--- config.mk ---
export PLATFORM = sky130hd
export DESIGN_NAME = light_loc_ctrl
export DESIGN_NICKNAME = d
export VERILOG_FILES = /design/src/rtl/light_loc_ctrl.sv
export SDC_FILE = /design/constraint.sdc
export NUM_CORES = 1
export LEC_CHECK = 0
export BUFFER_PORTS_ARGS = -buffer_cell sky130_fd_sc_hd__buf_2
export CORE_ASPECT_RATIO = 1.75
export CORE_UTILIZATION = 30
export CTS_BUF_LIST = sky130_fd_sc_hd__clkbuf_4
export CTS_CLUSTER_DIAMETER = 50
export CTS_CLUSTER_SIZE = 14
export DETAILED_ROUTE_END_ITERATION = 12
export GPL_TIMING_DRIVEN = 0
export HOLD_SLACK_MARGIN = 0.12
export PLACE_DENSITY_LB_ADDON = 0.15
export SYNTH_ARGS = -nofsm -noshare
export SYNTH_HDL_FRONTEND = slang
export SYNTH_SLANG_ARGS = --single-unit
export TNS_END_PERCENT = 1
--- constraint.sdc ---
create_clock -name clk -period 4.55 [get_ports clk]
set_input_delay 0.6825 -clock clk [delete_from_list [all_inputs] [get_ports clk]]
set_output_delay 0.6825 -clock clk [all_outputs]
set_load 0.005 [all_outputs]
--- src/rtl/light_loc_ctrl.sv ---
// Light-location driver: turns debounced direction/home buttons into saturating
// L_LOC_X/Y/Z updates that are applied only at VGA frame boundaries.
module light_loc_ctrl #(
    parameter int   LOC_W     = 10,
    parameter int   STEP      = 4,
    parameter int   LOC_MAX   = 1023,
    parameter int   HOME_X    = 512,
    parameter int   HOME_Y    = 512,
    parameter int   HOME_Z    = 0,
    parameter int   FRAME_DIV = 1,
    parameter logic VS_POL    = 1'b0
) (
    input  logic             clk,
    input  logic             rst,
    input  logic             VGA_VS,
    input  logic             btn_xp,
    input  logic             btn_xn,
    input  logic             btn_yp,
    input  logic             btn_yn,
    input  logic             btn_zp,
    input  logic             btn_zn,
    input  logic             btn_home,
    output logic [LOC_W-1:0] L_LOC_X,
    output logic [LOC_W-1:0] L_LOC_Y,
    output logic [LOC_W-1:0] L_LOC_Z,
    output logic             L_LOC_vld
);

    // state | meaning
    // IDLE  | waiting for a frame tick, accumulating sticky button presses
    // CALC  | compute next position from stickies, clear stickies
    // PUB   | new position and strobe visible on the outputs
    typedef enum logic [1:0] {
        S_IDLE = 2'd0,
        S_CALC = 2'd1,
        S_PUB  = 2'd2
    } state_t;

    localparam int                     SW       = LOC_W + 2;
    localparam logic signed [SW-1:0]   LIM      = SW'(LOC_MAX);
    localparam logic signed [SW-1:0]   STEP_S   = SW'(STEP);
    localparam logic [7:0]             DIV_LAST = 8'(FRAME_DIV - 1);

    // sticky bit order: {home, zn, zp, yn, yp, xn, xp}
    localparam int B_XP = 0, B_XN = 1, B_YP = 2, B_YN = 3, B_ZP = 4, B_ZN = 5, B_HOME = 6;

    state_t           state_q, state_d;
    logic             vs_q;
    logic             fe;
    logic [7:0]       cnt_q, cnt_d;
    logic [6:0]       btn;
    logic [6:0]       sticky_q, sticky_d;
    logic [LOC_W-1:0] loc_x_q, loc_x_d, loc_y_q, loc_y_d, loc_z_q, loc_z_d;
    logic [LOC_W-1:0] next_x, next_y, next_z;
    logic             changed;
    logic             vld_q, vld_d;
    logic             first_pub_q, first_pub_d;

    function automatic logic [LOC_W-1:0] step_axis(input logic [LOC_W-1:0] cur,
                                                   input logic inc, input logic dec);
        logic signed [SW-1:0] delta;
        logic signed [SW-1:0] sum;
        logic [LOC_W-1:0]     res;
        delta = '0;
        if (inc && !dec) delta = STEP_S;
        else if (dec && !inc) delta = -STEP_S;
        sum = $signed({2'b00, cur}) + delta;
        if (sum[SW-1]) res = '0;
        else if (sum > LIM) res = LOC_W'(LOC_MAX);
        else res = sum[LOC_W-1:0];
        return res;
    endfunction

    assign btn = {btn_home, btn_zn, btn_zp, btn_yn, btn_yp, btn_xn, btn_xp};
    assign fe  = (VGA_VS == VS_POL) && (vs_q != VS_POL);

    always_comb begin
        if (sticky_q[B_HOME]) begin
            next_x = LOC_W'(HOME_X);
            next_y = LOC_W'(HOME_Y);
            next_z = LOC_W'(HOME_Z);
        end else begin
            next_x = step_axis(loc_x_q, sticky_q[B_XP], sticky_q[B_XN]);
            next_y = step_axis(loc_y_q, sticky_q[B_YP], sticky_q[B_YN]);
            next_z = step_axis(loc_z_q, sticky_q[B_ZP], sticky_q[B_ZN]);
        end
        changed = (next_x != loc_x_q) || (next_y != loc_y_q) || (next_z != loc_z_q);
    end

    always_comb begin
        state_d     = state_q;
        cnt_d       = cnt_q;
        sticky_d    = sticky_q | btn;
        loc_x_d     = loc_x_q;
        loc_y_d     = loc_y_q;
        loc_z_d     = loc_z_q;
        vld_d       = 1'b0;
        first_pub_d = first_pub_q;
        case (state_q)
            S_IDLE: begin
                if (fe) begin
                    if (cnt_q == DIV_LAST) begin
                        cnt_d   = '0;
                        state_d = S_CALC;
                    end else begin
                        cnt_d = cnt_q + 8'd1;
                    end
                end
            end
            S_CALC: begin
                // Outputs load on the CALC->PUB edge so they and the strobe are
                // visible during PUB, two cycles after the frame edge.
                sticky_d    = btn;
                loc_x_d     = next_x;
                loc_y_d     = next_y;
                loc_z_d     = next_z;
                vld_d       = changed || first_pub_q;
                first_pub_d = 1'b0;
                state_d     = S_PUB;
            end
            S_PUB:   state_d = S_IDLE;
            default: state_d = S_IDLE;
        endcase
    end

    always_ff @(posedge clk) begin
        vs_q <= VGA_VS;
        if (!rst) begin
            state_q     <= S_IDLE;
            cnt_q       <= '0;
            sticky_q    <= '0;
            loc_x_q     <= LOC_W'(HOME_X);
            loc_y_q     <= LOC_W'(HOME_Y);
            loc_z_q     <= LOC_W'(HOME_Z);
            vld_q       <= 1'b0;
            first_pub_q <= 1'b1;
        end else begin
            state_q     <= state_d;
            cnt_q       <= cnt_d;
            sticky_q    <= sticky_d;
            loc_x_q     <= loc_x_d;
            loc_y_q     <= loc_y_d;
            loc_z_q     <= loc_z_d;
            vld_q       <= vld_d;
            first_pub_q <= first_pub_d;
        end
    end

    assign L_LOC_X   = loc_x_q;
    assign L_LOC_Y   = loc_y_q;
    assign L_LOC_Z   = loc_z_q;
    assign L_LOC_vld = vld_q;

endmodule
==> flow_metrics.py <==
metrics = {
    "worst_setup_path": {
        "criticalPathCategory": "reg2reg",
        "rr_endpoint": "L_LOC_vld",
        "end_kind": "register",
        "r2r_setup_slack_ps": 380,
        "crit_chain": "inv_1 -> ha_1 -> buf_1 -> xor2_1 -> ha_1 -> a21boi_0 -> o22ai_1 -> o311ai_1 -> o21ba_2 -> clkbuf_1 -> nand2_1 -> a21oi_1 -> o21ai_0 -> a21boi_1 -> a31oi_1",
        "startpoint": "sticky_q[2]",
        "crit_path_max_incr_delay_ps": 490,
        "r2r_cells": 15,
        "path_delay_family": "compound AO/OA/AOI/OAI gates",
        "required_ps": 4830,
        "slowest_stage": "o311ai_1",
        "crit_top_cell": "ha_1",
        "path_buf_inv": 3,
        "rr_startpoint": "sticky_q[2]",
        "crit_fanout": 10,
        "arrival_ps": 4450,
        "cp-start-kind": "register",
    },
    "floorplanning": {
        "fp.dieH_um": 165,
        "core-area_mm2": 0.0148,
        "initial_core_util": 0.306,
        "rows": 59,
        "die_x_um": 95.0,
        "io_pins": 41,
        "die-area_mm2": 0.0157,
    },
    "detailed_routing": {
        "wire_per_inst_um": 18.7,
        "num_vias": 5080,
        "firstDrtPassIters": 5,
        "drtIter0Drc": 454,
        "drc": 0,
        "viasPerCell": 5.87,
        "wl_um": 16100,
        "ant_nets": 0,
    },
    "clock_network": {
        "clk_pin_slew_ps": 180,
        "cts_tree": "done",
        "cts_root_buffer": "clkbuf_4",
        "numClockSinks": 50,
        "hold_buffers": 0,
        "numCtsBuffers": 5,
        "insertion_delay_ps": 410,
        "cts_buffer_depth": 2,
        "htreeDepth": 2,
    },
    "logic_synthesis": {
        "synth_seq_area_share": 0.220,
        "avgSynthCellArea_um2": 7.14,
        "synth_edf_count": 0,
        "ys_async_sr_fraction": 0,
        "yosysTopAreaCell": "dfxtp_1",
        "synth_top_area_frac": 0.220,
        "ys_dominant_reg_cell": "dfxtp_1",
        "synth_area_mm2": 0.00454,
        "ys_ff_latch": 50,
        "synth_warnings": 0,
        "synth.area.top_cells": "dfxtp_1 (22%), a21oi_1 (7.1%), nor2_1 (6.7%)",
        "synthCells": 636,
        "syn_nets": 662,
        "synth.distinct_cells": 81,
    },
    "power_and_ir_drop": {
        "seqPwrFrac": 0.457,
        "p_sw_frac": 0.378,
        "total_power_mw": 1.02,
        "power_frac_clock": 0.225,
        "p_leak_nw": 1.95,
        "switching_power_uw": 384,
        "p_per_area_mw_per_mm2": 202,
        "p_int_uw": 632,
        "power_frac_comb": 0.318,
        "ir_worst_vdd_mv": 0.118,
    },
    "job": {
        "cap_violations": 0,
    },
    "timing": {
        "hold_violations": 0,
        "fin_crit_sh": 0.916,
        "max_freq_mhz": 240,
        "setup-tns-final_ps": 0,
        "clock-skew-final_ps": 34.6,
        "slew_headroom": 0.110,
        "whs_ps": 414,
        "min_period_ps": 4170,
        "maxSlewViolCount": 0,
        "setup_ws_ps": 381,
        "report.final.setup_viol": 0,
        "rsz0062_at_grt": "no",
        "worstMarginPinSlew_ps": 1320,
    },
    "worst_hold_path": {
        "min_from": "VGA_VS",
        "hold_end": "vs_q",
        "hp-class": "in2reg",
        "hold_depth": 1,
    },
    "layout": {
        "nets": 706,
        "fin_util": 0.339,
        "syn2layout_area_growth_pct": 10.7,
        "fin_area_mm2": 0.00503,
        "fillers": 1664,
        "stdcell_count": 865,
        "drive_above_1_share": 0.112,
    },
    "grt": {
        "gr-total-overflow": 0,
        "grt_pass1_wl_um": 25400,
        "grt_pass1_vias": 4733,
        "gr-usage-all-layers": 0.210,
        "antenna_found_initial": 1,
        "grt_max_degree": 20,
    },
    "placement": {
        "dpl_worst_slack_ps": -576,
        "place_congestion": 0.929,
        "hpwl_um": 12400,
        "placed_area_mm2": 0.00497,
        "place_inst": 859,
        "portBuffers": 40,
    },
    "outcome": {
        "status": "finished clean",
    },
}
==> how the worst max path moves through the flow <==
| stage | to | slack, ps | cells after the start |
|---|---|---|---|
| 6_report | L_LOC_vld | 380 | 15 |
| 5_1_grt | L_LOC_vld | 20 | 16 |
| 4_1_cts | L_LOC_vld | 30 | 18 |
| 3_5_place_dp | L_LOC_vld | -580 | 19 |
| 3_3_place_gp | L_LOC_vld | -520 | 19 |
| 2_1_floorplan | L_LOC_vld | 580 | 19 |
==> registers in the layout, summed over array words and instances, names as in the netlist <==
register / count
vs_q: 1
first_pub_q: 1
state_q: 2
L_LOC_Z: 10
cnt_q: 8
L_LOC_Y: 10
L_LOC_vld: 1
L_LOC_X: 10
sticky_q: 7
==> metal layers <==
layer	global-route usage	part of all wire	up-vias
li1	-	-	2448
met1	0.236	0.39	2406
met2	0.378	0.51	173
met3	0.0161	0.039	53
met4	0.125	0.057	0
met5	0	0	-
==> kinds of logic after synthesis <==
kind of cell               synth area share
xor gates and xnor gates             0.0482
and+or+nand+nor                       0.298
muxes                               0.00881
buffers and inverters                0.0683
AOI/OAI and AO/OA                     0.310
DFF                                   0.220
adders and majority gates            0.0463
==> cells in the mapped netlist (4+ instances only) <==
cell type,number
nor4_1,9
dfxtp_1,50
xnor2_1,11
nand3_1,16
o221ai_1,6
o21ai_1,5
nor3b_1,5
nand2b_1,7
or3_1,7
nor3_1,16
a211o_1,4
nor4b_1,4
a21o_1,4
and3b_1,5
o2111ai_1,6
inv_1,24
and4_1,4
nor2_1,81
o22ai_1,8
a32oi_1,6
o31ai_1,6
nor2b_1,7
buf_1,4
ha_1,16
o211ai_1,8
buf_2,5
a21oi_1,64
nand2_1,54
o21ai_0,24
mux2i_1,4
or4_1,4
o21a_1,4
nand4_1,11
a211oi_1,8
a31oi_1,11
xor2_1,14
clkbuf_1,40
==> cell type report <==
type | count | area, µm² | share of cell area
Timing Repair Buffer | 40 | 200 | 0.0398
Inverter | 26 | 97.6 | 0.0194
Clock inverter | 2 | 8.76 | 0.00174
Clock buffer | 6 | 45.0 | 0.00896
Multi-Input combinational cell | 508 | 3240 | 0.644
Buffer | 49 | 204 | 0.0406
Antenna cell | 1 | 2.50 | 0.000498
Tap cell | 183 | 229 | 0.0455
Sequential cell | 50 | 1000 | 0.199
==> cells in the final DEF (no fill, tap or decap), types with 7 or more instances in the layout <==
master    count
nor2_1       81
or3_1         7
nand4_1      11
inv_1        24
o211ai_1      8
clkbuf_1     36
o21ai_0      24
a31oi_1      11
o22ai_1       8
xnor2_1      11
ha_1         15
nand2_1      54
nand2b_1      7
a21oi_1      64
nor4_1        8
nor3_1       16
nand3_1      16
xor2_1       14
buf_2        45
a211oi_1      8
nor2b_1       7
dfxtp_1      50
==> timing repair <==
item | in CTS | in global routing
resized for setup | 4 | 2
hold endpoints to repair | 0 | 0
cloned | 0 | 0
setup endpoints to repair | 3 | 1
buffers inserted | 0 | 0
==> power by group through the flow <==
| stage | Sequential, mW | Combinational (mW) | Clock [mW] |
|---|---|---|---|
| after floorplan | 0.471 | 0.230 | 0 |
| after global placement | 0.473 | 0.314 | 0 |
| after detailed placement | 0.473 | 0.316 | 0 |
| after CTS | 0.464 | 0.319 | 0.240 |
| after global routing | 0.466 | 0.355 | 0.252 |
| final | 0.464 | 0.323 | 0.228 |
(Power assumes the default switching activity.)
